File: src/rtl/tap_counter.sv
// tap_counter
// ---------------------------------------------------------------------------
// Programmable index counter for symmetric tap or coefficient addressing.
// A start pulse samples the run configuration (limit, direction, wrap or
// one-shot). The count then walks 0..limit (up) or limit..0 (down) on each
// enabled cycle. It either wraps back to the start value, or stops in DONE
// once the terminal value has been consumed.
//
// Parameters
//   WIDTH        counter / limit width (1..32)
//   RESET_LIMIT  limit register value after reset (default all ones)
//
// Ports
//   clk       in   single clock, rising edge
//   rst       in   synchronous active-high reset
//   en        in   advance enable (effective only while running)
//   start     in   sample limit/dir/oneshot and begin a run (ignored in RUN)
//   clr       in   abort: count to start value, state to IDLE
//   load      in   overwrite count with min(load_val, limit register)
//   load_val  in   WIDTH  value for load
//   limit     in   WIDTH  terminal value, sampled on start
//   dir       in   0 = count up, 1 = count down, sampled on start
//   oneshot   in   0 = wrap at terminal, 1 = stop at terminal, sampled on start
//   count     out  WIDTH  current index (registered)
//   mirror    out  WIDTH  limit register minus count (partner index)
//   tc        out  count equals the terminal value of the current direction
//   wrap      out  advance from the terminal value happens this cycle
//   busy      out  state is RUN
//   done      out  state is DONE
// ---------------------------------------------------------------------------
module tap_counter #(
    parameter int               WIDTH       = 8,
    parameter logic [WIDTH-1:0] RESET_LIMIT = {WIDTH{1'b1}}
) (
    input  logic             clk,
    input  logic             rst,
    input  logic             en,
    input  logic             start,
    input  logic             clr,
    input  logic             load,
    input  logic [WIDTH-1:0] load_val,
    input  logic [WIDTH-1:0] limit,
    input  logic             dir,
    input  logic             oneshot,
    output logic [WIDTH-1:0] count,
    output logic [WIDTH-1:0] mirror,
    output logic             tc,
    output logic             wrap,
    output logic             busy,
    output logic             done
);

    typedef enum logic [1:0] {
        IDLE = 2'd0,
        RUN  = 2'd1,
        DONE = 2'd2
    } state_t;

    state_t            state_reg;
    state_t            state_next;
    logic [WIDTH-1:0]  count_reg;
    logic [WIDTH-1:0]  count_next;
    logic [WIDTH-1:0]  limit_reg;
    logic [WIDTH-1:0]  limit_next;
    logic              dir_reg;
    logic              dir_next;
    logic              oneshot_reg;
    logic              oneshot_next;

    // Terminal and start values depend only on the sampled configuration.
    logic [WIDTH-1:0]  terminal_val;
    logic [WIDTH-1:0]  start_val;
    logic              at_terminal;
    logic              start_ok;
    logic              advance;

    assign terminal_val = dir_reg ? '0 : limit_reg;
    assign start_val    = dir_reg ? limit_reg : '0;
    assign at_terminal  = (count_reg == terminal_val);
    // A start during RUN is ignored; load and clr take precedence over it.
    assign start_ok     = start && !clr && !load && (state_reg != RUN);
    assign advance      = en && !clr && !load && (state_reg == RUN);

    // -----------------------------------------------------------------------
    // FSM: state register
    // -----------------------------------------------------------------------
    always_ff @(posedge clk) begin
        if (rst) begin
            state_reg <= IDLE;
        end else begin
            state_reg <= state_next;
        end
    end

    // -----------------------------------------------------------------------
    // FSM: next-state logic
    // -----------------------------------------------------------------------
    always_comb begin
        state_next = state_reg;
        if (clr) begin
            state_next = IDLE;
        end else if (load) begin
            state_next = state_reg;
        end else begin
            case (state_reg)
                IDLE:    if (start) state_next = RUN;
                RUN:     if (en && at_terminal && oneshot_reg) state_next = DONE;
                DONE:    if (start) state_next = RUN;
                default: state_next = IDLE;
            endcase
        end
    end

    // -----------------------------------------------------------------------
    // FSM: outputs
    // -----------------------------------------------------------------------
    always_comb begin
        busy   = (state_reg == RUN);
        done   = (state_reg == DONE);
        tc     = at_terminal;
        // Counts are modulo 2**WIDTH; count never exceeds limit, so no borrow.
        mirror = limit_reg - count_reg;
        // rst also kills the pulse so an abandoned run never reports a wrap.
        wrap   = advance && at_terminal && !rst;
    end

    // -----------------------------------------------------------------------
    // Datapath next values, in priority order clr > load > start > advance
    // -----------------------------------------------------------------------
    always_comb begin
        count_next   = count_reg;
        limit_next   = limit_reg;
        dir_next     = dir_reg;
        oneshot_next = oneshot_reg;
        if (clr) begin
            count_next = start_val;
        end else if (load) begin
            // Clamp so the index can never leave the 0..limit window.
            count_next = (load_val > limit_reg) ? limit_reg : load_val;
        end else if (start_ok) begin
            limit_next   = limit;
            dir_next     = dir;
            oneshot_next = oneshot;
            count_next   = dir ? limit : '0;
        end else if (advance) begin
            if (at_terminal) begin
                // One-shot holds on the terminal value; wrap mode restarts.
                count_next = oneshot_reg ? count_reg : start_val;
            end else if (dir_reg) begin
                count_next = count_reg - WIDTH'(1);
            end else begin
                count_next = count_reg + WIDTH'(1);
            end
        end
    end

    always_ff @(posedge clk) begin
        if (rst) begin
            count_reg   <= '0;
            limit_reg   <= RESET_LIMIT;
            dir_reg     <= 1'b0;
            oneshot_reg <= 1'b0;
        end else begin
            count_reg   <= count_next;
            limit_reg   <= limit_next;
            dir_reg     <= dir_next;
            oneshot_reg <= oneshot_next;
        end
    end

    assign count = count_reg;

endmodule

File: config.mk
export PLATFORM = sky130hd
export DESIGN_NAME = tap_counter
export DESIGN_NICKNAME = d
export VERILOG_FILES = /design/src/rtl/tap_counter.sv
export SDC_FILE = /design/constraint.sdc
export NUM_CORES = 1
export LEC_CHECK = 0
export ABC_AREA = 1
export BUFFER_PORTS_ARGS = -buffer_cell sky130_fd_sc_hd__buf_2
export CAP_MARGIN = 20
export CORE_ASPECT_RATIO = 0.6
export CORE_MARGIN = 5
export CORE_UTILIZATION = 45
export CTS_CLUSTER_SIZE = 12
export DETAILED_ROUTE_END_ITERATION = 6
export GPL_ROUTABILITY_DRIVEN = 0
export GPL_TIMING_DRIVEN = 0
export PLACE_DENSITY = 0.74
export SYNTH_ARGS = -nofsm -noshare
export SYNTH_HDL_FRONTEND = slang
export SYNTH_SLANG_ARGS = --single-unit
File: constraint.sdc
create_clock -name clk -period 3.05 [get_ports clk]
set_clock_uncertainty 0.1 [all_clocks]
set_input_delay 0.7625 -clock clk [delete_from_list [all_inputs] [get_ports clk]]
set_output_delay 0.7625 -clock clk [all_outputs]
set_load 0.005 [all_outputs]
# Yosys cells after proc, flatten, opt, wreduce, memory -nomap -nowiden
# Cells that the tools add are included.
classes:
  div: 0
  n_mux: 14
  n_mul: 0
  shift: 0
  bitwise: 2
  addsub: 3
  n_lt_le_gt_ge: 1
  reduce_logical: 20
  eq_ne: 7
ops:
  columns: ["operator", "n"]
  rows:
  - ["two-way mux 8 bit", 11]
  - ["logical AND 1 bit", 10]
  - ["adder 8 x 1 -> 8 bit (second input constant)", 1]
  - ["equality test 8 bit", 1]
  - ["greater-than comparator 8 bit", 1]
  - ["subtractor 8 x 1 -> 8 bit (second input constant)", 1]
  - ["subtractor 8 bit", 1]
  - ["!= test 2 x 1 -> 1 bit (second input constant)", 3]
  - ["AND reduction 3 bit", 2]
  - ["!= test 5 x 4 -> 1 bit (second input constant)", 1]
  - ["two-way mux 2 bit", 2]
  - ["one-hot mux 2 bit (2 select lines)", 1]
  - ["nonzero test 4 bit", 1]
  - ["OR reduction 2 bit", 2]
  - ["zero test 1 bit", 3]
  - ["equality test 2 x 1 -> 1 bit (second input constant)", 1]
  - ["equality test 2 bit (second input constant)", 1]
  - ["zero test 2 bit", 1]
  - ["NOT 1 bit", 2]
  - ["AND reduction 2 bit", 1]
totals:
  ff_bits: 20
  word_cells: 52
  out_inout_bits: 20
  rom_bits: 0
  mem_count: 0
  ram_bits: 0
  latchBits: 0
  in_bits: 24

# Depth between registers and ports, before layout
# Gate-level depths: netlist of the first run.
logic_depth:
  word_depth: 8
  depth_mapped: 18
  ltp_nobuf: 17

# Worst setup path before layout of the first run
# OpenSTA, ideal clock, no wires.
synth_timing:
  path_type: "register to output"
  start: "register limit_reg[0]"
  end: "output mirror[6]"
  n_path_buf: 0
  arrival_ns: 1.730
  stages_incl_launch_ff: 8
  slack_ns: 0.458
  t_required_ns: 2.188
  path_cell_list: "dfxtp_1 > inv_1 > ha_1 > fa_1 > o21ai_0 > a21oi_1 > o21ai_0 > xor2_1"
synth_between:
  elab_chain_cells: 1
synth_rtl:
  columns: ["item", "line", "source"]
  rows:
  - ["start: declaration", "63", "logic [WIDTH-1:0] limit_reg;"]
  - ["start signal: assignment", "165", "limit_reg <= limit_next;"]
  - ["subtractor 8 bit", "122", "mirror = limit_reg - count_reg;"]
  - ["end: declaration", "46", "output logic [WIDTH-1:0] mirror,"]
# No other way between the ends.

# Worst setup path in the final report of the first run
layout_timing:
  start: "register count_reg[2], in the netlist count[2]"
  end: "output mirror[7]"
layout_between:
  elab_chain_cells: 1
layout_rtl:
  columns: ["item", "line", "source"]
  rows:
  - ["start: declaration", "61", "logic [WIDTH-1:0] count_reg;"]
  - ["start signal: assignment", "164", "count_reg <= count_next;"]
  - ["subtractor 8 bit", "122", null]
# No other way between the ends.

==> run summary, run 1 <==
Sequential share of the synthesized area: 17.7%
DR DRC count: 0
Fmax: 340 MHz
Worst Path Max Fanout: 4
Clk buf depth: 2
Crit Reg-Reg Endpoint: count[6]$_SDFFE_PP0P_
Root Driver: clkbuf_8
Mapped Cells: 389
Syn Area/Cell: 5.83 sq um
CP Launch Type: register
# clock sinks: 20
Seq cells post-synth: 20
Yosys top cell area share: 19.9%
Share of cells above drive strength 1: 18.5%
GR Util All Layers: 21.6%
Top_reg_cell synth: dfxtp_1
Initial Utilization: 45.5%
Hold Fails Final Rpt: 0
Number of max-cap violations: 0
TritonCTS clock tree: built
Routed Antenna Nets: 0
R2R depth: 17
Vias in the first global route: 2,403
Yosys cell types: 28
Worst-path clk slew: 0.08 ns
Synth-to-layout area growth: 19.1%
Crit path capture type: primary output
Vias per cell: 5.24
Arrival time worst endpoint: 2.08 ns
CP endpoint: mirror[7]
Via Count: 2,643
DRT Pass-1 Iters: 5
Die Ht: 65.0 um
Total congestion overflow: 0
Die W: 102 um
Core ar.: 4980 sq um
Die area: 6600 sq um
Worst slew pin tran: 0.583 ns
Synth top area cells: nand2_1, dfxtp_1, ha_1
Placed cell area: 2560 sq um
Post-layout nets: 487
Fin Setup TNS: 0 ns
Yosys warns: 0
Pwr per Cell Area: 298 nW/um^2
Setup slack, reg-to-reg: 0.57 ns
Crit. Startpoint: count[2]$_SDFFE_PP0P_
IO Port Bufs: 43
Clock latency on the worst-skew pair: 0.27 ns
Final non-filler cell total: 504
Rel. slew slack: 61.1%
Fill count: 531
R2r startpoint: dir_reg$_SDFFE_PP0P_
CTS Hold Buffers Added: 0
CTS buffer count: 3
Antenna diode count: 0
Setup Viol. Count Final: 0
Total routed wirelength: 7.04 mm
DP Cell Count: 498
Setup CP Type: register to primary output
Antenna violations before repair: 0
Slew Limit Fails: 0
Io pins: 44
Peak VDD IR: 0.150 mV
Row count: 20
Tcrit/Tclk final: 96.6%
Most frequent cell after synthesis: nand2_1
Worst EP required: 2.19 ns
HPWL Detailed: 5.58 mm
H-tree Lvls: 1
Multi-input logic area: 1610 sq um
Initial DRC count: 226
Mapped cell area: 2270 sq um
Post-synth top area cell: nand2_1
Post-Syn Nets: 436
Design Area, Final: 2700 sq um
Register area: 417 sq um
Status: finished, final reports clean
Min Tclk post-route: 2.94 ns
Synth async-reset ratio: 0%
Leak Pwr: 1.56 nW
Post-synth EDFFs: 0
First-pass GRT wire length: 11.2 mm
Hold crit path type: register to register
Pin count of the biggest net entering global routing: 11
Average wire per standard cell: 14.0 um
Most frequent cells after synthesis: nand2_1, inv_1, a21oi_1
[what timing repair did]
action | CTS | global route
pin swaps | 1 | 7
setup endpoints to repair | 2 | 3
resized for setup | 9 | 15
setup buffers | 0 | 3
[critical path: stages (launching register included)]
cell and delay (ns):
dfxtp_4 0.36, inv_1 0.07, ha_4 0.26, a21oi_1 0.14
o21ai_1 0.10, nand2_1 0.08, nand2_2 0.08, a21oi_2 0.17
o21ai_1 0.10, a21oi_2 0.17, xor2_1 0.15, buf_2 0.13
[cell families (layout without fill, tap and decap cells)]
| logic type | count (synthesis) | in the layout | synth area share [%] |
|---|---|---|---|
| AO/OA/AOI/OAI | 67 | 67 | 15.3 |
| flip-flops | 20 | 20 | 17.7 |
| AND/OR/NAND/NOR | 193 | 193 | 35.7 |
| buffers and inverters | 75 | 124 | 13.7 |
| XOR/XNOR | 11 | 11 | 4.25 |
| adder cells (fa/ha/maj) | 23 | 23 | 13.4 |
[power by group]
| part | total (mW) | switching, mW | internal, mW |
|---|---|---|---|
| logic | 0.318 | 0.185 | 0.132 |
| clock network | 0.187 | 0.0983 | 0.0885 |
| registers | 0.300 | 0.0241 | 0.276 |
| total | 0.804 | 0.308 | 0.496 |
[metal layers]
layer | up-vias | track usage, % | routed length [um]
met2 | 122 | 31.3 | 2830
met1 | 1172 | 32.7 | 3450
met3 | 11 | 4.30 | 698
met5 | - | 0 | 0
met4 | 0 | 3.98 | 61
li1 | 1338 | - | -
[cell usage in the layout, fill, tap and decap left out, drive strengths merged]
master and n:
nand2 124, inv 65, buf 52, a21oi 33, nand3 32, o21ai 32, nor2 29, ha 21
dfxtp 20, xor2 8, clkbuf 6, nand4 4, xnor2 3, nor3 2, fa 2, clkinv 1
o21a 1, or2 1, nand3b 1, o211ai 1
[metrics by stage]
step           setup slack, ns  power (mW)  utilization [%]  hold slack [ns]
3_3_place_gp           -0.0228       0.591             51.5            0.397
6_report                 0.105       0.804             54.2            0.416
4_1_cts                -0.0446       0.786             52.9            0.420
5_1_grt             -0.0000882       0.865             54.2            0.470
3_5_place_dp            0.0100       0.601             51.5            0.409
2_1_floorplan            0.458       0.497                -            0.375
[layout make-up]
cell class / instances / area share [%]
Buffer: 9 / 2.22
Clock buffer: 3 / 1.53
Inverter: 66 / 9.31
Multi-Input combinational cell: 294 / 59.6
Sequential cell: 20 / 15.4
Tap cell: 66 / 3.06
Timing Repair Buffer: 46 / 8.80
[worst min path at each step]
stage	startpoint	end	slack, ns	cells after the start
floorplan	state_reg[0]$_SDFFE_PP0P_	state_reg[0]$_SDFFE_PP0P_	0.38	2
CTS	state_reg[0]$_SDFFE_PP0P_	state_reg[0]$_SDFFE_PP0P_	0.42	2
global placement	state_reg[0]$_SDFFE_PP0P_	state_reg[0]$_SDFFE_PP0P_	0.40	2
detailed placement	state_reg[0]$_SDFFE_PP0P_	state_reg[0]$_SDFFE_PP0P_	0.41	2
finish	state_reg[0]$_SDFFE_PP0P_	state_reg[0]$_SDFFE_PP0P_	0.42	2
global route	state_reg[0]$_SDFFE_PP0P_	state_reg[0]$_SDFFE_PP0P_	0.47	2
(Power assumes the default switching activity.)
==> run 2, diff against run 1 <==
--- a/config.mk
+++ b/config.mk
@@ -15,7 +15,8 @@
 export DETAILED_ROUTE_END_ITERATION = 6
 export GPL_ROUTABILITY_DRIVEN = 0
 export GPL_TIMING_DRIVEN = 0
-export PLACE_DENSITY = 0.74
+export PLACE_DENSITY = 0.69
+export SKIP_CTS_REPAIR_TIMING = 1
 export SYNTH_ARGS = -nofsm -noshare
 export SYNTH_HDL_FRONTEND = slang
 export SYNTH_SLANG_ARGS = --single-unit
==> constraint.sdc (replaced) <==
create_clock -name clk -period 3.05 [get_ports clk]
set_clock_uncertainty 0.1 [all_clocks]
set_input_delay 0.7625 -clock clk [delete_from_list [all_inputs] [get_ports clk]]
set_output_delay 0.7625 -clock clk [all_outputs]
set_load 0.02 [all_outputs]
==> run summary, run 2 (synthesis results as in run 1) <==
Number of max-cap violations: 0 (unchanged)
Clk buf depth: 2 (unchanged)
Post-layout nets: 493 (+1.2%)
Clock latency on the worst-skew pair: 0.27 ns (about the same)
HPWL Detailed: 5.43 mm (-2.7%)
Vias per cell: 5.25 (+0.13%)
CTS buffer count: 3 (unchanged)
TritonCTS clock tree: built
Routed Antenna Nets: 0 (unchanged)
Pin count of the biggest net entering global routing: 11 (unchanged)
IO Port Bufs: 43 (unchanged)
Row count: 20 (unchanged)
Core Util, Final: 55.0% (+0.80 points)
H-tree Lvls: 1 (unchanged)
Vias in the first global route: 2,267 (-5.7%)
Leak Pwr: 1.59 nW (+2.0%)
Worst-path clk slew: 0.08 ns (about the same)
Unrepaired setup endpoints after global routing: true
Fill count: 542 (+2.1%)
Crit path capture type: primary output
Commonest non-fill, non-tap cell in the layout: nand2_1
# clock sinks: 20 (unchanged)
Io pins: 44 (unchanged)
Hold Fails Final Rpt: 0 (unchanged)
Most frequent cells in the layout: nand2_1, inv_1, buf_2
Total congestion overflow: 0 (unchanged)
Total chip power: 848 uW (+5.5%)
Initial Utilization: 45.5% (unchanged)
Arrival time worst endpoint: 2.12 ns (+0.04 ns)
Tcrit/Tclk final: 97.6% (+1.1 points)
Share of cells above drive strength 1: 20.3% (+1.8 points)
Synth-to-layout area growth: 20.9%
Antenna violations before repair: 0 (unchanged)
Critical path's slowest cell: fa_2
Status: finished, final reports clean
Die Ht: 65.0 um (unchanged)
CP cell instances: inv_1 > ha_2 > fa_2 > o21ai_4 > a21oi_1 > o21ai_1 > xor2_1 > buf_4
Placement Setup Slack: -0.0903 ns (-0.100 ns)
Total routed wirelength: 6.89 mm (-2.2%)
First-pass GRT wire length: 10.7 mm (-4.6%)
Hold crit path type: register to register
Peak VDD IR: 0.140 mV (-6.9%)
Setup CP Type: register to primary output
DR DRC count: 0 (unchanged)
Final setup margin: 0.0718 ns (-0.0334 ns)
Average wire per standard cell: 13.5 um (-3.3%)
Fmax: 336 MHz (-1.1%)
Worst EP required: 2.19 ns (about the same)
Setup Viol. Count Final: 0 (unchanged)
Die area: 6600 sq um (unchanged)
Largest stage delay, worst path: 0.41 ns (+0.05 ns)
DRT Pass-1 Iters: 5 (unchanged)
Worst Path Max Fanout: 4 (unchanged)
Largest delay share family, worst path: adder cells
Slew Limit Fails: 0 (unchanged)
Via Count: 2,678 (+1.3%)
Root Driver: clkbuf_8
Antenna diode count: 0 (unchanged)
Min Tclk post-route: 2.98 ns (+0.0334 ns)
Pwr per Cell Area: 310 nW/um^2 (+3.9%)
GR Util All Layers: 20.3% (-1.2 points)
Buf/Inv on CP: 2 (unchanged)
CP Launch Type: register
Initial DRC count: 213 (-5.8%)
Rel. slew slack: 65.7% (+4.6 points)
Core ar.: 4980 sq um (unchanged)
Die W: 102 um (unchanged)
Worst slew pin tran: 0.514 ns (-0.0689 ns)
Worst hold slack: 0.416 ns (+0.000332 ns)
## run 2: changes by cell type in the layout (fill, tap and decap cells not counted)
cell     change
a21oi_1      +1
a21oi_2      -1
buf_2        -2
buf_4        +8
dfxtp_1      -1
dfxtp_2      +1
ha_1         -1
ha_2         +2
ha_4         -1
inv_1        -2
inv_2        +2
## run 2: per-layer routing
metal	vias to the layer above	wire length [um]	global-route usage (%)
met5	-	0	0
met1	1202	3270	30.4
li1	1343	-	-
met3	9	757	5.48
met2	124	2800	29.5
met4	0	55	2.65
## run 2: power by group
part / leakage (nW) / total, mW / internal (mW) / switching [mW]
Clock: 0.0216 / 0.187 / 0.0885 / 0.0989
Sequential: 0.166 / 0.299 / 0.276 / 0.0236
Combinational: 1.40 / 0.361 / 0.142 / 0.220
## run 2: worst paths after layout
check / start / to / slack (ns) / cells past startpoint
min reg2reg: state_reg[0]$_SDFFE_PP0P_ / state_reg[0]$_SDFFE_PP0P_ / 0.42 / 2
min: state_reg[0]$_SDFFE_PP0P_ / state_reg[0]$_SDFFE_PP0P_ / 0.42 / 2
max reg2reg: dir_reg$_SDFFE_PP0P_ / count[6]$_SDFFE_PP0P_ / 0.57 / 17
max: limit_reg[0]$_SDFFE_PP1P_ / mirror[6] / 0.07 / 8
## run 2: metrics by stage
step | TNS (ns) | area [sq um] | instances
after global routing | -0.0430 | 2740 | 510
after floorplan | 0 | 2270 | 389
after global placement | -0.0906 | 2560 | 498
final | 0 | 2740 | 510
after CTS | -0.728 | 2610 | 501
after detailed placement | -0.0903 | 2560 | 498
## run 2: worst min-delay path: stages, from the launching register on
cell     delay [ns]
dfxtp_1        0.33
inv_1          0.09
a21oi_1        0.07
## run 2: layout make-up
type / instances / area, sq um / area share (%)
multi-input combinational: 294 / 1600 / 58.4
sequential: 20 / 418 / 15.3
timing repair buffer: 52 / 288 / 10.5
inverter: 66 / 251 / 9.18
tap: 66 / 82.6 / 3.01
buffer: 9 / 60.1 / 2.19
clock buffer: 3 / 41.3 / 1.51
==> run 3, diff against run 2 <==
--- a/config.mk
+++ b/config.mk
@@ -15,6 +15,7 @@
 export DETAILED_ROUTE_END_ITERATION = 6
 export GPL_ROUTABILITY_DRIVEN = 0
 export GPL_TIMING_DRIVEN = 0
+export MAX_ROUTING_LAYER = met4
 export PLACE_DENSITY = 0.69
 export SKIP_CTS_REPAIR_TIMING = 1
 export SYNTH_ARGS = -nofsm -noshare
==> run summary, run 3 (synthesis results as in run 1) <==
Commonest non-fill, non-tap cell in the layout: nand2_1
Final setup margin: 0.0761 ns (+0.00429 ns)
TritonCTS clock tree: built
Worst EP required: 2.19 ns (about the same)
Placement Setup Slack: -0.0903 ns (unchanged)
Worst-path clk slew: 0.08 ns (about the same)
Routed Antenna Nets: 0 (unchanged)
Via Count: 2,663 (-0.56%)
Worst slew pin tran: 0.532 ns (+0.0177 ns)
Vias per cell: 5.22 (-0.56%)
Antenna diode count: 0 (unchanged)
DP Cell Count: 498 (unchanged)
Setup CP Type: register to primary output
CP cell instances: inv_2 > ha_4 > a21oi_1 > o21ai_1 > nand2_1 > nand2_2 > a21oi_2 > o21ai_1 > a21oi_1 > xor2_1 > buf_4
Average wire per standard cell: 13.4 um (-0.80%)
Tcrit/Tclk final: 97.5% (-0.14 points)
Fin Setup TNS: 0 ns (unchanged)
Final non-filler cell total: 510 (unchanged)
Largest stage delay, worst path: 0.37 ns (-0.04 ns)
Die area: 6600 sq um (unchanged)
Row count: 20 (unchanged)
Post-layout nets: 493 (unchanged)
Total chip power: 847 uW (about the same)
Die W: 102 um (unchanged)
Number of max-cap violations: 0 (unchanged)
Min Tclk post-route: 2.97 ns (-0.00429 ns)
GR Util All Layers: 20.9% (+0.55 points)
Io pins: 44 (unchanged)
DR DRC count: 0 (unchanged)
Pin count of the biggest net entering global routing: 11 (unchanged)
Antenna violations before repair: 0 (unchanged)
Leak Pwr: 1.59 nW (unchanged)
Hold crit path type: register to register
Clock latency on the worst-skew pair: 0.27 ns (about the same)
Total congestion overflow: 0 (unchanged)
Initial DRC count: 211 (-0.94%)
Rel. slew slack: 64.5% (-1.2 points)
Die Ht: 65.0 um (unchanged)
Arrival time worst endpoint: 2.11 ns (about the same)
Slew Limit Fails: 0 (unchanged)
Initial Utilization: 45.5% (unchanged)
# clock sinks: 20 (unchanged)
H-tree Lvls: 1 (unchanged)
Hold Fails Final Rpt: 0 (unchanged)
CTS buffer count: 3 (unchanged)
Most frequent cells in the layout: nand2_1, inv_1, buf_2
Share of cells above drive strength 1: 20.3% (unchanged)
Status: finished, final reports clean
Unrepaired setup endpoints after global routing: true
HPWL Detailed: 5.43 mm (unchanged)
Total routed wirelength: 6.83 mm (-0.80%)
Root Driver: clkbuf_8
Placed cell area: 2560 sq um (unchanged)
Vias in the first global route: 2,267 (unchanged)
Peak VDD IR: 0.138 mV (-0.87%)
Clk buf depth: 2 (unchanged)
Setup Viol. Count Final: 0 (unchanged)
Synth-to-layout area growth: 20.9% (unchanged)
First-pass GRT wire length: 10.7 mm (unchanged)
Core ar.: 4980 sq um (unchanged)
Fmax: 336 MHz (+0.14%)
IO Port Bufs: 43 (unchanged)
DRT Pass-1 Iters: 5 (unchanged)
Design Area, Final: 2740 sq um (unchanged)
Pwr per Cell Area: 309 nW/um^2 (about the same)
Critical path's slowest cell: dfxtp_4
Worst Path Max Fanout: 4 (unchanged)
CP Launch Type: register
Crit path capture type: primary output
-- run 3: cell counts in the layout (fill, tap and decap cells not counted) --
Identical to the previous run, type by type.
-- run 3: area by class of cell --
type / count / area (sq um)
clock buffers: 3 / 41.3
flip-flops and latches: 20 / 418
fillers: 542 / 2240
inverters: 66 / 251
repair buffers: 52 / 288
well taps: 66 / 82.6
plain buffers: 9 / 60.1
multi-input cells: 294 / 1600
-- run 3: report_power, final --
| part | internal [mW] | switching, mW | total [mW] |
|---|---|---|---|
| Sequential | 0.276 | 0.0234 | 0.299 |
| Clock | 0.0884 | 0.0980 | 0.186 |
| Combinational | 0.142 | 0.220 | 0.362 |
-- run 3: worst max-delay path: cells and delay by family, from the launching register on --
kind / cells / cell delay [ns]
simple gates: 2 / 0.16
flops: 1 / 0.37
compound gates: 5 / 0.68
buf+inv: 2 / 0.21
fa+ha+maj: 1 / 0.25
xor+xnor: 1 / 0.17
-- run 3: stage by stage --
stage / utilization [%] / hold WS [ns]
floorplan: - / 0.375
CTS: 52.3 / 0.414
finish: 55.0 / 0.424
global route: 55.0 / 0.468
global placement: 51.5 / 0.400
detailed placement: 51.5 / 0.403
-- run 3: layer usage --
layer,wire [um],global-route usage (%),part of all wire [%]
met5,0,-,0
met4,54,2.65,0.79
met3,688,5.05,10
met2,2760,29.5,40
met1,3330,30.7,49
-- run 3: final timing paths --
| path | startpoint | end | slack (ns) | depth (start not counted) |
|---|---|---|---|---|
| setup / recovery | count[2]$_SDFFE_PP0P_ | mirror[7] | 0.08 | 11 |
| hold / removal | state_reg[0]$_SDFFE_PP0P_ | state_reg[0]$_SDFFE_PP0P_ | 0.42 | 2 |
| setup reg to reg | dir_reg$_SDFFE_PP0P_ | count[6]$_SDFFE_PP0P_ | 0.56 | 17 |
| hold reg to reg | state_reg[0]$_SDFFE_PP0P_ | state_reg[0]$_SDFFE_PP0P_ | 0.42 | 2 |
